### src/rtl/stopwatch_pkg.sv
// Shared types and constants for the stopwatch sequencing controller.
// State encodings are visible on the LEDs, so their values are fixed.
package stopwatch_pkg;

    typedef enum logic [1:0] {
        StIdle  = 2'd0,
        StRun   = 2'd1,
        StPause = 2'd2,
        StLap   = 2'd3
    } state_e;

    // One second of continuous press at 100 MHz.
    localparam int unsigned HoldCyclesDefault = 100_000_000;

    function automatic logic counting(state_e s);
        return (s == StRun) || (s == StLap);
    endfunction

    function automatic logic holding(state_e s);
        return s == StLap;
    endfunction

endpackage

### src/rtl/stopwatch_if.sv
// Button inputs and counter/display commands between the stopwatch controller
// (master) and the datapath side that consumes its commands (slave).
interface stopwatch_if;

    logic       start_btn;
    logic       lap_btn;
    logic       count_en;
    logic       count_clr;
    logic       lap_capture;
    logic       display_hold;
    logic [1:0] state_o;

    modport master (
        input  start_btn,
        input  lap_btn,
        output count_en,
        output count_clr,
        output lap_capture,
        output display_hold,
        output state_o
    );

    modport slave (
        output start_btn,
        output lap_btn,
        input  count_en,
        input  count_clr,
        input  lap_capture,
        input  display_hold,
        input  state_o
    );

endinterface

### src/rtl/button_event.sv
// Rising-edge press detector with an optional saturating hold counter that
// flags a long press once per continuous hold.
module button_event #(
    parameter bit          HoldEn     = 1'b0,
    parameter int unsigned HoldCycles = 8
) (
    input  logic clk,
    input  logic rst,
    input  logic btn_i,
    output logic press_o,
    output logic long_press_o
);

    localparam int unsigned CntW = $clog2(HoldCycles + 1);
    localparam logic [CntW-1:0] CntLast = CntW'(HoldCycles - 1);
    localparam logic [CntW-1:0] CntSat  = CntW'(HoldCycles);

    logic            prev_q;
    logic [CntW-1:0] cnt_q, cnt_d;

    // Previous level resets high so a button held through reset is not a press.
    always_ff @(posedge clk or negedge rst) begin
        if (!rst) begin
            prev_q <= 1'b1;
        end else begin
            prev_q <= btn_i;
        end
    end

    assign press_o = btn_i & ~prev_q;

    always_comb begin
        cnt_d = cnt_q;
        if (!HoldEn || !btn_i) begin
            cnt_d = '0;
        end else if (cnt_q != CntSat) begin
            cnt_d = cnt_q + CntW'(1);
        end
    end

    always_ff @(posedge clk or negedge rst) begin
        if (!rst) begin
            cnt_q <= '0;
        end else begin
            cnt_q <= cnt_d;
        end
    end

    // Fires on the edge that records the HoldCycles-th consecutive high sample;
    // saturation keeps it from firing again until release.
    assign long_press_o = HoldEn && btn_i && (cnt_q == CntLast);

endmodule

### src/rtl/stopwatch_controller.sv
// Turns debounced start/lap button levels into run, pause, lap and clear
// commands for the time counter and display-hold logic. Moore, registered outputs.
module stopwatch_controller
    import stopwatch_pkg::*;
#(
    parameter int unsigned HOLD_CYCLES = HoldCyclesDefault
) (
    input logic         clk,
    input logic         rst,
    stopwatch_if.master bus
);

    logic start_press, start_long;
    logic lap_press, lap_long;

    button_event #(
        .HoldEn     (1'b1),
        .HoldCycles (HOLD_CYCLES)
    ) u_start_event (
        .clk          (clk),
        .rst          (rst),
        .btn_i        (bus.start_btn),
        .press_o      (start_press),
        .long_press_o (start_long)
    );

    button_event #(
        .HoldEn     (1'b0),
        .HoldCycles (HOLD_CYCLES)
    ) u_lap_event (
        .clk          (clk),
        .rst          (rst),
        .btn_i        (bus.lap_btn),
        .press_o      (lap_press),
        .long_press_o (lap_long)
    );

    state_e state_q, state_d;
    logic   clr_d, cap_d;
    logic   count_en_q, count_clr_q, lap_capture_q, display_hold_q;

    // Priority: long press, then start press, then lap press.
    always_comb begin
        state_d = state_q;
        clr_d   = 1'b0;
        cap_d   = 1'b0;
        if (start_long || lap_long) begin
            state_d = StIdle;
            clr_d   = 1'b1;
        end else if (start_press) begin
            case (state_q)
                StRun, StLap: state_d = StPause;
                default:      state_d = StRun;
            endcase
        end else if (lap_press) begin
            case (state_q)
                StRun: begin
                    state_d = StLap;
                    cap_d   = 1'b1;
                end
                StLap: state_d = StRun;
                StPause: begin
                    state_d = StIdle;
                    clr_d   = 1'b1;
                end
                default: state_d = state_q;
            endcase
        end
    end

    always_ff @(posedge clk or negedge rst) begin
        if (!rst) begin
            state_q        <= StIdle;
            count_en_q     <= 1'b0;
            count_clr_q    <= 1'b0;
            lap_capture_q  <= 1'b0;
            display_hold_q <= 1'b0;
        end else begin
            state_q        <= state_d;
            count_en_q     <= counting(state_d);
            count_clr_q    <= clr_d;
            lap_capture_q  <= cap_d;
            display_hold_q <= holding(state_d);
        end
    end

    assign bus.state_o      = state_q;
    assign bus.count_en     = count_en_q;
    assign bus.count_clr    = count_clr_q;
    assign bus.lap_capture  = lap_capture_q;
    assign bus.display_hold = display_hold_q;

endmodule

### src/flat_wrapper.sv
// flat-port wrapper written by rule: the top's interface ports become plain ports
module stopwatch_controller_flat import stopwatch_pkg::*;
#(
    parameter int unsigned HOLD_CYCLES = HoldCyclesDefault
)
  (clk, rst, bus_start_btn, bus_lap_btn, bus_count_en, bus_count_clr, bus_lap_capture, bus_display_hold, bus_state_o);
  stopwatch_if bus_i ();
  input logic clk;
  input logic rst;
  input wire logic [$bits(bus_i.start_btn)-1:0] bus_start_btn;
  input wire logic [$bits(bus_i.lap_btn)-1:0] bus_lap_btn;
  output wire logic [$bits(bus_i.count_en)-1:0] bus_count_en;
  output wire logic [$bits(bus_i.count_clr)-1:0] bus_count_clr;
  output wire logic [$bits(bus_i.lap_capture)-1:0] bus_lap_capture;
  output wire logic [$bits(bus_i.display_hold)-1:0] bus_display_hold;
  output wire logic [$bits(bus_i.state_o)-1:0] bus_state_o;
  assign bus_i.start_btn = bus_start_btn;
  assign bus_i.lap_btn = bus_lap_btn;
  assign bus_count_en = bus_i.count_en;
  assign bus_count_clr = bus_i.count_clr;
  assign bus_lap_capture = bus_i.lap_capture;
  assign bus_display_hold = bus_i.display_hold;
  assign bus_state_o = bus_i.state_o;
  stopwatch_controller #(.HOLD_CYCLES(HOLD_CYCLES)) u_core (.clk(clk), .rst(rst), .bus(bus_i));
endmodule
### config.mk
export PLATFORM = sky130hd
export DESIGN_NAME = stopwatch_controller_flat
export DESIGN_NICKNAME = d
export VERILOG_FILES = /design/src/rtl/stopwatch_pkg.sv /design/src/rtl/stopwatch_if.sv /design/src/rtl/button_event.sv /design/src/rtl/stopwatch_controller.sv /design/src/flat_wrapper.sv
export SDC_FILE = /design/constraint.sdc
export NUM_CORES = 1
export LEC_CHECK = 0
export ABC_AREA = 0
export CAP_MARGIN = 20
export CORE_MARGIN = 4
export CORE_UTILIZATION = 56
export DETAILED_ROUTE_END_ITERATION = 12
export PLACE_DENSITY = 0.8
export SLEW_MARGIN = 20
export SYNTH_ARGS = -nofsm -noshare
export SYNTH_HDL_FRONTEND = slang
export SYNTH_HIERARCHICAL = 1
export SYNTH_SLANG_ARGS = --single-unit
### constraint.sdc
create_clock -name clk -period 2.38 [get_ports clk]
set_clock_uncertainty 0.15 [all_clocks]
set_input_delay 0.476 -clock clk [delete_from_list [all_inputs] [get_ports clk]]
set_output_delay 0.476 -clock clk [all_outputs]
set_load 0.02 [all_outputs]
==> metrics.txt, run 1 <==
CTS tree=built; cell with the most instances after synthesis=sky130_fd_sc_hd__dfrtp_1; Net Sw Frac=0.249; Critical Path Sink Type=primary output; growth of design area from synthesis to finish=11.3%; clock share of power=0.309; CTS resizes=0; Top FF cell, synth=sky130_fd_sc_hd__dfrtp_1; cell-by-cell trace of the critical path=clkdlybuf4s50_1; iteration-0 DRC count of the detailed router=80; internal power of the cells=735 uW; worst reg2reg setup slack=~330 ps; GRT Residual Overflow=0; number of slew-limit violations in the final report=0; fin crit period=2050 ps; largest delay contributor family on the critical path=buffers and inverters; worst min path class=input port to async pin; Net Sw Power=about 240 uW; number of hold violations in the final report=0; largest fanout on the critical path=6; vias in the first global route=between 1000 and 1500; Area contributors post-synth=sky130_fd_sc_hd__dfrtp_1 (44%), sky130_fd_sc_hd__xnor2_1 (9.1%), sky130_fd_sc_hd__and2_1 (6.8%); number of distinct library cells after synthesis=40; Remaining DRCs=0; combinational cell fraction of total power=0.077; number of filler cells placed in the layout=between 200 and 300; placer's final routability congestion estimate=~0.9; initial antenna violation count=0; combined buffer and inverter count along the critical path=1; Max Freq=about 490 MHz; flip-flop and latch count after synthesis=34; number of nets produced by synthesis=177; run status=finished clean; cell with the biggest individual delay on the critical path=sky130_fd_sc_hd__clkdlybuf4s50_1; measured slew at the worst slew-check pin=roughly 560 ps; Inserted Clock Buffers=5; GRT Util Overall=0.179; Avg Inst Size Synth=approximately 11 um^2; FF-to-FF path depth=7; die area=4250 um^2; critical path's largest stage delay=660 ps; storage element area=about 850 um^2; count of inserted antenna diode cells=0; Crit Path Category=flop to primary output; total half-perimeter wirelength after legalization and detailed placement=2400 um; share of flip-flops with an asynchronous set or reset=1.00; drt total wl=approximately 3300 um; power density normalized to cell area=roughly 480 nW/um^2; Reg2Reg Launch Point=u_core/u_start_event/cnt_q[11]$_DFFE_PN0P_; detailed-route wire length per cell=between 10 and 15 um; height of the die=around 65 um; starting density of the core=0.591; row count=20; Post-synth EDFFs=0; share of the clock period used by the worst path=0.863; maximum ir drop on the vdd rail=~0.37 mV; post-route total power=a little under 1000 uW; Core ar.=3100 um^2; YS warnings=6; post-cts hold buffer count=0; clock latency of the later-clocked register in the worst-skew pair=roughly 330 ps; unrepaired setup endpoints after global routing=no; largest net degree at the start of global routing=35; number of top-level design ports=10; multi-input gate area in the final layout=approximately 950 um^2; area of the mapped netlist=1830 um^2; IO buf count=9; buffer type at the clock tree root=sky130_fd_sc_hd__clkbuf_4; Detailed Routing Iterations Pass 1=4; number of failing setup endpoints in the final timing report=0; overall die width=~65 um; maxcap violations=0; global-route wire length before repair=5880 um; list of most frequent post-synthesis cells=sky130_fd_sc_hd__dfrtp_1 (32), sky130_fd_sc_hd__and2_1 (20), sky130_fd_sc_hd__xnor2_1 (19), sky130_fd_sc_hd__nand3_1 (13), sky130_fd_sc_hd__nand2_1 (10); CTS H-Tree Depth=2; number of instances in the synthesized netlist=170; Post-CTS Setup Inserts=0; share of final-layout standard cells stronger than drive strength 1=0.123; Via density=roughly 5.5; cell type contributing the most total cell area after synthesis=sky130_fd_sc_hd__dfrtp_1; final-stage net count=just under 200; area share of the largest cell type after synthesis=0.437; Final ANT Viol Nets=0; # clock sinks=34; setup total negative slack=0 ps; Max clock buf depth=2; arrival time of data at the critical path endpoint=1430 ps; data required time at the worst endpoint=about 1800 ps; sequential share of power=0.614; Critical Path Source Type=flop; clock transition time at the flip-flop clock pins of the worst setup and hold paths=roughly 110 ps; post-synthesis sequential area ratio=0.466; Static Leakage=a little over 0.0009 uW; Slew Limit Headroom=0.623; worst flop-to-flop path endpoint=u_core/bus.state_o[1]$_DFF_PN0_; via count=1277
cell type report:
class                      count  share of cell area
multi-input combinational    129               0.464
sequential                    34               0.418
timing repair buffer          14              0.0625
tap                           44              0.0270
clock buffer                   6              0.0202
clock inverter                 2             0.00490
inverter                       2             0.00368
through the flow:
step	hold WS, ps	utilization	std cells	worst slack [ps]	instance area (um^2)
finish	384	0.658	231	327	2040
global route	415	0.658	231	135	2040
CTS	390	0.658	231	299	2040
detailed placement	377	0.641	223	367	1990
global placement	366	0.641	223	351	1990
floorplan	30.4	-	170	393	1830
logic make-up after synthesis:
kind of cell,count (synthesis),share of synthesized area
buffers and inverters,7,0.0184
adder cells (fa/ha/maj),3,0.0205
multiplexers,1,0.00546
AND/OR/NAND/NOR,88,0.326
other,1,0.00205
AO/OA/AOI/OAI,14,0.0573
XOR/XNOR,22,0.105
flip-flops,34,0.466
registers in the layout (all words and copies together), names as in the netlist:
signal                       cells
u_core/u_lap_event/prev_q        1
u_core/u_start_event/cnt_q      27
u_core/bus.display_hold          1
u_core/bus.count_clr             1
u_core/bus.lap_capture           1
u_core/bus.state_o               2
u_core/u_start_event/prev_q      1
layer usage:
metal | track usage | vias to the layer above | routed length, um
li1 | - | 627 | -
met1 | 0.225 | 615 | 1540
met2 | 0.287 | 31 | 1620
met3 | 0.0444 | 4 | 148
met4 | 0.0881 | 0 | 42
met5 | 0 | - | 0
power groups by stage:
stage               combinational [uW]  clock [uW]  sequential (uW)
floorplan                         37.8           0              615
global placement                  73.8           0              611
detailed placement                77.2           0              613
CTS                               77.2         313              601
global route                      84.5         341              604
finish                            75.4         302              602
layout by cell type (no fill, tap or decap), drive strengths merged, types with 3 or more instances in the layout:
cell,synthesis,layout
ha,3,3
nand2b,3,3
clkbuf,3,6
nor4b,3,3
a21boi,4,4
nor2,3,3
buf,2,5
nor3,4,4
nand3,13,13
clkdlybuf4s50,0,9
nand2,10,10
xor2,3,3
nor4,5,5
xnor2,19,19
nand4,7,7
and2,20,20
nor2b,6,6
and3,5,5
o21ai,4,4
or3,3,3
dfrtp,32,32
how the worst max path moves through the flow:
stage,from,end,depth (start not counted)
global route,u_core/u_start_event/cnt_q[0]$_DFFE_PN0P_,u_core/u_start_event/cnt_q[17]$_DFFE_PN0P_,5
detailed placement,u_core/u_start_event/cnt_q[0]$_DFFE_PN0P_,u_core/u_start_event/cnt_q[15]$_DFFE_PN0P_,5
CTS,u_core/bus.state_o[0]$_DFF_PN0_,bus_state_o[0],1
finish,u_core/bus.state_o[0]$_DFF_PN0_,bus_state_o[0],1
global placement,u_core/u_start_event/cnt_q[11]$_DFFE_PN0P_,u_core/bus.state_o[1]$_DFF_PN0_,7
floorplan,u_core/u_start_event/cnt_q[11]$_DFFE_PN0P_,u_core/bus.state_o[1]$_DFF_PN0_,6
(Power assumes the default switching activity.)
==> run 2, diff against run 1 <==
CTS_CLUSTER_DIAMETER = 80   (was default)
==> results of run 2 <==
Final layout, timing and power as in run 1 (identical DEF).
